--- config.mk ---
export PLATFORM = sky130hd
export DESIGN_NAME = sram_bw_clr
export DESIGN_NICKNAME = d
export VERILOG_FILES = /design/src/rtl/sram_bw_clr.sv
export SDC_FILE = /design/constraint.sdc
export NUM_CORES = 2
export LEC_CHECK = 0
export BUFFER_PORTS_ARGS = -buffer_cell sky130_fd_sc_hd__buf_2
export CORE_MARGIN = 5
export CORE_UTILIZATION = 60
export DETAILED_ROUTE_END_ITERATION = 16
export MAX_ROUTING_LAYER = met4
export PLACE_DENSITY_LB_ADDON = 0.25
export REMOVE_ABC_BUFFERS = 1
export SYNTH_ARGS = -nofsm -noshare
export SYNTH_HDL_FRONTEND = slang
export SYNTH_SLANG_ARGS = --single-unit
--- constraint.sdc ---
create_clock -name Clk -period 6.05 [get_ports Clk]
set_input_delay 0.605 -clock Clk [delete_from_list [all_inputs] [get_ports Clk]]
set_output_delay 0.605 -clock Clk [all_outputs]
set_load 0.01 [all_outputs]
--- src/rtl/sram_bw_clr.sv ---
// Single-clock SRAM with separate write/read ports, byte enables, 1- or 2-cycle read latency
// and a built-in clear sequencer that fills the array after reset or on request.
module sram_bw_clr #(
    parameter int                DATA_W   = 8,
    parameter int                ADDR_W   = 8,
    parameter int                DEPTH    = 2**ADDR_W,
    parameter int                RD_LAT   = 1,
    parameter int                RDW_MODE = 0,
    parameter logic [DATA_W-1:0] CLR_VAL  = '0
) (
    input  logic                  Clk,
    input  logic                  Rst_n,
    input  logic                  CS,
    input  logic                  WE,
    input  logic [ADDR_W-1:0]     WrAddr,
    input  logic [DATA_W/8-1:0]   WrBe,
    input  logic [DATA_W-1:0]     dataIn,
    input  logic                  RD,
    input  logic [ADDR_W-1:0]     RdAddr,
    input  logic                  ClrReq,
    output logic [DATA_W-1:0]     dataOut,
    output logic                  RdValid,
    output logic                  Busy
);

    localparam int                BE_W     = DATA_W / 8;
    localparam logic [ADDR_W:0]   DEPTH_L  = (ADDR_W+1)'(DEPTH);
    localparam logic [ADDR_W-1:0] LAST_PTR = ADDR_W'(DEPTH - 1);

    typedef enum logic {CLEAR, RUN} state_t;

    state_t            state;
    logic [ADDR_W-1:0] clrPtr;
    logic [DATA_W-1:0] mem [DEPTH];

    logic              wrAcc;
    logic              rdAcc;
    logic              wrInRange;
    logic              rdInRange;
    logic              collide;
    logic [DATA_W-1:0] rdWord;

    assign Busy      = (state == CLEAR);
    assign wrAcc     = CS & WE & ~Busy;
    assign rdAcc     = CS & RD & ~Busy;
    assign wrInRange = ({1'b0, WrAddr} < DEPTH_L);
    assign rdInRange = ({1'b0, RdAddr} < DEPTH_L);
    assign collide   = wrAcc & wrInRange & (WrAddr == RdAddr);

    // Clear sequencer: walks the pointer once over the array, then hands over to normal operation.
    always_ff @(posedge Clk or negedge Rst_n) begin
        if (!Rst_n) begin
            state  <= CLEAR;
            clrPtr <= '0;
        end else begin
            case (state)
                CLEAR: begin
                    if (clrPtr == LAST_PTR) begin
                        state  <= RUN;
                        clrPtr <= '0;
                    end else begin
                        clrPtr <= clrPtr + 1'b1;
                    end
                end
                RUN: begin
                    if (ClrReq) begin
                        state  <= CLEAR;
                        clrPtr <= '0;
                    end
                end
                default: begin
                    state  <= CLEAR;
                    clrPtr <= '0;
                end
            endcase
        end
    end

    // The array itself has no reset; the clear sequence is the only way to initialise it.
    always_ff @(posedge Clk) begin
        if (state == CLEAR) begin
            mem[clrPtr] <= CLR_VAL;
        end else if (wrAcc && wrInRange) begin
            for (int i = 0; i < BE_W; i++) begin
                if (WrBe[i]) begin
                    mem[WrAddr][8*i +: 8] <= dataIn[8*i +: 8];
                end
            end
        end
    end

    // Out-of-range reads return zero; in new-data mode a same-address write is merged lane by lane.
    always_comb begin
        rdWord = '0;
        if (rdInRange) begin
            rdWord = mem[RdAddr];
            if (RDW_MODE == 1 && collide) begin
                for (int i = 0; i < BE_W; i++) begin
                    if (WrBe[i]) begin
                        rdWord[8*i +: 8] = dataIn[8*i +: 8];
                    end
                end
            end
        end
    end

    generate
        if (RD_LAT == 2) begin : g_lat2
            logic              p1Valid;
            logic [DATA_W-1:0] p1Data;

            // Reads already in the pipeline complete even if a clear starts behind them.
            always_ff @(posedge Clk or negedge Rst_n) begin
                if (!Rst_n) begin
                    p1Valid <= 1'b0;
                    p1Data  <= '0;
                    RdValid <= 1'b0;
                    dataOut <= '0;
                end else begin
                    p1Valid <= rdAcc;
                    if (rdAcc) begin
                        p1Data <= rdWord;
                    end
                    RdValid <= p1Valid;
                    if (p1Valid) begin
                        dataOut <= p1Data;
                    end
                end
            end
        end else begin : g_lat1
            always_ff @(posedge Clk or negedge Rst_n) begin
                if (!Rst_n) begin
                    RdValid <= 1'b0;
                    dataOut <= '0;
                end else begin
                    RdValid <= rdAcc;
                    if (rdAcc) begin
                        dataOut <= rdWord;
                    end
                end
            end
        end
    endgenerate

endmodule

# Word-level counts from Yosys, hierarchy flattened
# Memory sizes are Yosys's and may differ from the RTL's. A register that Yosys moved wholly into a read port is not among the register bits.
# Cells that the tools add are included.
# classes
bitwise_logic,5
muxes,14
eq_ne,2
reduce_logical,2
addsub,1
# op_table
operator,count
8-bit 2-to-1 mux,4
8-bit case mux with 2 select lines,1
"8-bit by 1-bit adder with 8-bit output, second input constant",1
"8-bit equality test, second input constant",1
1-bit 2-to-1 mux,8
8-bit OR reduction,1
1-bit AND,4
"2-bit inequality test, second input constant",1
1-bit case mux with 2 select lines,1
1-bit zero test,1
1-bit inverter,1
# word_totals
mem_bits_rw,2048
regBits,10
input_bits,31
mem_count,1
wordCells,28
# mem_list
name,depth,word_bits,read_ports,rd_clocked_by_memory_dff,wr,line_no,text
mem,256,8,1,1,1,34,logic [DATA_W-1:0] mem [DEPTH];

# Logic depth before layout (Yosys ltp)
# depth
depth_word,7
depth_mapped,12

# Worst setup path before layout
# No wires, ideal clock.
# synth_path
path_type,input to register
from,input WrBe
to,memory mem[0][0] (data pin)
n_path_buf,2
t_arrival_ns,4.539
setup_time_ns,0.870
stages,4
slack_ns,0.642
t_required_ns,5.180
path_cell_list,and4_1 > clkbuf_1 > clkbuf_1 > and2_1
# synth_via
elab_chain_cells,6
# synth_lines
element,line_no,text
"start, declared",16,"input logic [DATA_W/8-1:0] WrBe,"
1-bit 2-to-1 mux,85,if (WrBe[i]) begin
1-bit 2-to-1 mux,83,end else if (wrAcc && wrInRange) begin
1-bit 2-to-1 mux,81,if (state == CLEAR) begin
1-bit 2-to-1 mux (not written as such),86,mem[WrAddr][8*i +: 8] <= dataIn[8*i +: 8];
8-bit OR reduction (no source line),--,
8-bit 2-to-1 mux (no source line),--,
"end, declared",34,
# Every way passes these cells.

# Final worst setup path
# layout_path
from,register state
to,memory mem[42][3] (enable)
# layout_via
elab_chain_cells,6
# layout_lines
element,line_no,text
"start, declared",32,state_t state;
"start signal, assigned",53,state <= CLEAR;
"start signal, assigned",59,state <= RUN;
"start signal, assigned",67,state <= CLEAR;
1-bit AND,44,assign wrAcc = CS & WE & ~Busy;
1-bit 2-to-1 mux,83,
1-bit 2-to-1 mux,81,
1-bit 2-to-1 mux (not written as such),86,
8-bit OR reduction (no source line),--,
8-bit 2-to-1 mux (no source line) / 1-bit 2-to-1 mux (equally long branches),--,
# Parallel ways exist; a longest one is shown, timed or not.

==> results.txt <==
----------------------------------------------------
[Outcome]
  Outcome ... finished with violations
  Violations in the final reports ... capacitance limit, slew limit

[Final layout]
  Nets ... about 4200
  Area taken by multi-input logic gates ... roughly 0.018 sq mm
  Core occupancy in the finished layout ... 0.6592
  Area growth syn-to-layout ... 9.436%
  Area occupied by registers ... a little over 0.06 sq mm
  Number of fillers in the final layout ... a little under 9000
  Share of layout cells above drive strength 1 ... 0.1685

[Critical path]
  Endpoint of the worst setup timing path ... mem[42][3]
  Critical path required time ... about 6.5 ns
  Critical path launch point ... state
  Worst-path maximum fanout ... 18
  Data arrival time of the worst path ... 5.21 ns
  Crit start category ... flip-flop
  Worst reg2reg endpoint ... mem[42][3]
  Launch instance of the worst register-to-register path ... state
  Critical setup path kind ... flip-flop to flip-flop
  Setup slack of the most critical reg-to-reg path ... roughly 1.3 ns
  Reg2reg path depth ... 5
  Kind of capture point of the worst setup path ... flip-flop

[Place]
  Buffers added on ports ... 40
  Final weighted congestion in routability-driven placement ... between 0.9 and 1
  Half-perimeter wire length after placement ... approximately 120000 um

[Yosys]
  Most instantiated flip-flop cell in the synthesis netlist ... sky130_fd_sc_hd__edfxtp_1
  Mean Syn Cell Area ... between 15 and 20 sq um
  Portion of synthesized cell area occupied by the leading cell type ... 0.7555
  Count of flip-flops with a built-in enable after synthesis ... approximately 2000
  Fraction of synthesis flops using an asynchronous set or reset pin ... 0.008712
  Fraction of the yosys area taken by sequential cells ... 0.7611
  Number of synthesized register bits ... roughly 2100
  Dominant cell type by area after synthesis ... sky130_fd_sc_hd__edfxtp_1
  Cell area after synthesis ... just over 0.08 sq mm
  Cells after synthesis ... 4116
  Post-synth cell types ... 72
  Biggest area contributors in the synthesized netlist ... sky130_fd_sc_hd__edfxtp_1, sky130_fd_sc_hd__mux4_2, sky130_fd_sc_hd__mux2i_1
  Warning count from the yosys run ... 0

[CTS]
  Cts-stage hold buffer count ... 1
  Root buffer cell ... sky130_fd_sc_hd__clkbuf_16
  Clock sink count ... 2066
  CTS tree ... built
  Cts bufs inserted ... roughly 200
  Count of instances resized after the clock tree is built ... 0
  H-tree depth reported by CTS ... 4
  Post-CTS setup buffer count ... 0
  Insertion delay to the later sink of the worst-skew pair ... ~0.8 ns
  Clock slew seen by the registers of the worst setup and hold paths ... around 0.060 ns
  Maximum buffer depth of the clock tree ... 3

[STA]
  Final slew viol count ... 2
  Worst Clk Skew ... 0.03689 ns
  Sum Neg Setup Slack ... 0 ns
  Fin. Hold Viols ... 0
  RSZ-0062 raised after global routing ... no
  Final worst path period share ... 0.7895
  Slew @ Worst Pin ... between 1.5 and 2 ns
  Slew HR ... -0.07795
  Highest Clock Rate ... around 210 MHz
  Final Critical Period ... approximately 4.8 ns
  Final count of negative-setup-slack endpoints ... 0

[Detailed routing]
  Average via count per standard cell ... ~6.8
  DRC violation total after the first TritonRoute iteration ... approximately 6400
  Number of remaining DRC errors ... 0
  DR pass1 iterations ... 8
  Total number of vias ... ~42000
  Wire per inst ... 32.57 um
  Wirelength, routed ... 200400 um
  Final antenna-violating net count ... 0

[Floorplan]
  I/O pin cnt ... 41
  Starting density of the core ... 0.6024
  Die height ... 378.3 um
  Total number of placement rows ... 135
  Width of the die ... approximately 380 um
  Core area ... between 0.1 and 0.15 sq mm
  Die ar. ... ~0.14 sq mm

[Global routing]
  First-pass GRT wire length ... 290400 um
  Number of antenna violations at the first check in global routing ... 12
  Final global-route overflow total ... 0
  Overall track demand over capacity in global routing ... 0.2915
  Via count of the first global-routing pass ... between 40000 and 50000
  Pin count of the biggest net entering global routing ... 200

[Min path]
  Startpoint of the most critical hold path ... ClrReq
  Hold/Removal Path Class ... input port to flip-flop

[Run]
  Number of maximum-capacitance violations ... 1

[Power]
  Static leakage ... 26.54 nW
  Peak supply drop ... about 0.30 mV
  Power density over cell area ... 334.5 mW/mm^2

----------------------------------------------------
-- layer usage --
| layer | routed length, um | part of all wire | global-route usage |
|---|---|---|---|
| met1 | 76470 | 0.38 | 0.4106 |
| met2 | 93150 | 0.46 | 0.4252 |
| met3 | 23430 | 0.12 | 0.07181 |
| met4 | 7362 | 0.037 | 0.1020 |
| met5 | 0 | 0 | - |
-- sequential cells by signal, summed over array words and instances (netlist names) --
register  flops
clrPtr        8
RdValid       1
dataOut       8
state         1
mem        2048
-- power breakdown --
part / switching (W) / internal, W
clock: 0.00518 / 0.00655
sequential: 0.000166 / 0.0158
combinational: 0.00150 / 0.000569
total: 0.00686 / 0.0229
-- synthesized netlist by cell type (all sizes together) (2+ instances only) --
master and instances:
o21ai 66, a2111oi 15, a22o 4, or3b 3
nand3 46, a31oi 10, xor2 2, nor4 7
nand2b 11, mux2 3, or3 7, nand2 131
nor2 276, a21oi 73, a211o 12, inv 3
o21bai 2, nor2b 7, o311ai 2, nor3 18
dfrtp 18, nand3b 19, o22ai 116, a211oi 49
a22oi 24, edfxtp 2048, clkinv 2, buf 159
o221ai 74, a221oi 36, and3 4, mux2i 394
clkbuf 95, mux4 330, o211ai 2, nand4 4
and2 15, o31ai 8, o2111ai 5
-- worst max-delay path: stages, from the launching register on --
cell	delay (ns)
sky130_fd_sc_hd__dfrtp_1	0.69
sky130_fd_sc_hd__nand4_1	0.72
sky130_fd_sc_hd__nand2_1	0.75
sky130_fd_sc_hd__nand3_1	1.00
sky130_fd_sc_hd__buf_4	0.57
sky130_fd_sc_hd__nor2_1	0.67
-- through the flow --
stage | cells | hold slack [ns] | cell area (sq um) | worst slack (ns) | power, W
after floorplan | 3861 | 0.3094 | 79440 | 0.6838 | 0.01715
after CTS | 6144 | 0.03473 | 89050 | 1.634 | 0.02982
final | 6153 | 0.1033 | 89080 | 1.273 | 0.02980
after detailed placement | 5775 | 0.5863 | 82930 | 1.470 | 0.01829
after global placement | 5775 | 0.5978 | 82920 | 1.078 | 0.01827
after global routing | 6153 | 0.05873 | 89080 | 1.326 | 0.03056
-- worst min path at each step --
| stage | end | cells past startpoint |
|---|---|---|
| floorplan | RdValid | 0 |
| global placement | dataOut[4] | 1 |
| detailed placement | dataOut[4] | 1 |
| CTS | clrPtr[6] | 2 |
| global route | clrPtr[1] | 2 |
| finish | clrPtr[6] | 2 |
-- cells in the final DEF, fill, tap and decap left out, types with 47 or more instances in the layout --
cell type / instances
sky130_fd_sc_hd__edfxtp_1: 2048
sky130_fd_sc_hd__a211oi_1: 48
sky130_fd_sc_hd__a21oi_1: 73
sky130_fd_sc_hd__o21ai_0: 61
sky130_fd_sc_hd__o221ai_1: 72
sky130_fd_sc_hd__nand2_1: 130
sky130_fd_sc_hd__clkinv_1: 55
sky130_fd_sc_hd__clkbuf_1: 47
sky130_fd_sc_hd__o22ai_1: 116
sky130_fd_sc_hd__mux2i_1: 394
sky130_fd_sc_hd__nor2_1: 274
sky130_fd_sc_hd__clkbuf_16: 204
sky130_fd_sc_hd__buf_4: 73
sky130_fd_sc_hd__mux4_2: 303
-- cell families after synthesis --
| family | synth area share |
|---|---|
| buffers and inverters | 0.02430 |
| AOI/OAI and AO/OA | 0.04316 |
| DFF | 0.7611 |
| xor gates and xnor gates | 0.0003229 |
| adders and majority gates | 0.0001537 |
| and+or+nand+nor | 0.02959 |
| muxes | 0.1414 |
-- final cells by class --
class / instances / area share
Multi-Input combinational cell: 1790 / 0.1969
Sequential cell: 2066 / 0.6954
Clock inverter: 113 / 0.008736
Tap cell: 1781 / 0.02502
Timing Repair Buffer: 134 / 0.01347
Inverter: 5 / 0.0002528
Antenna cell: 9 / 0.0002528
Clock buffer: 255 / 0.05991
(Power assumes the default switching activity.)
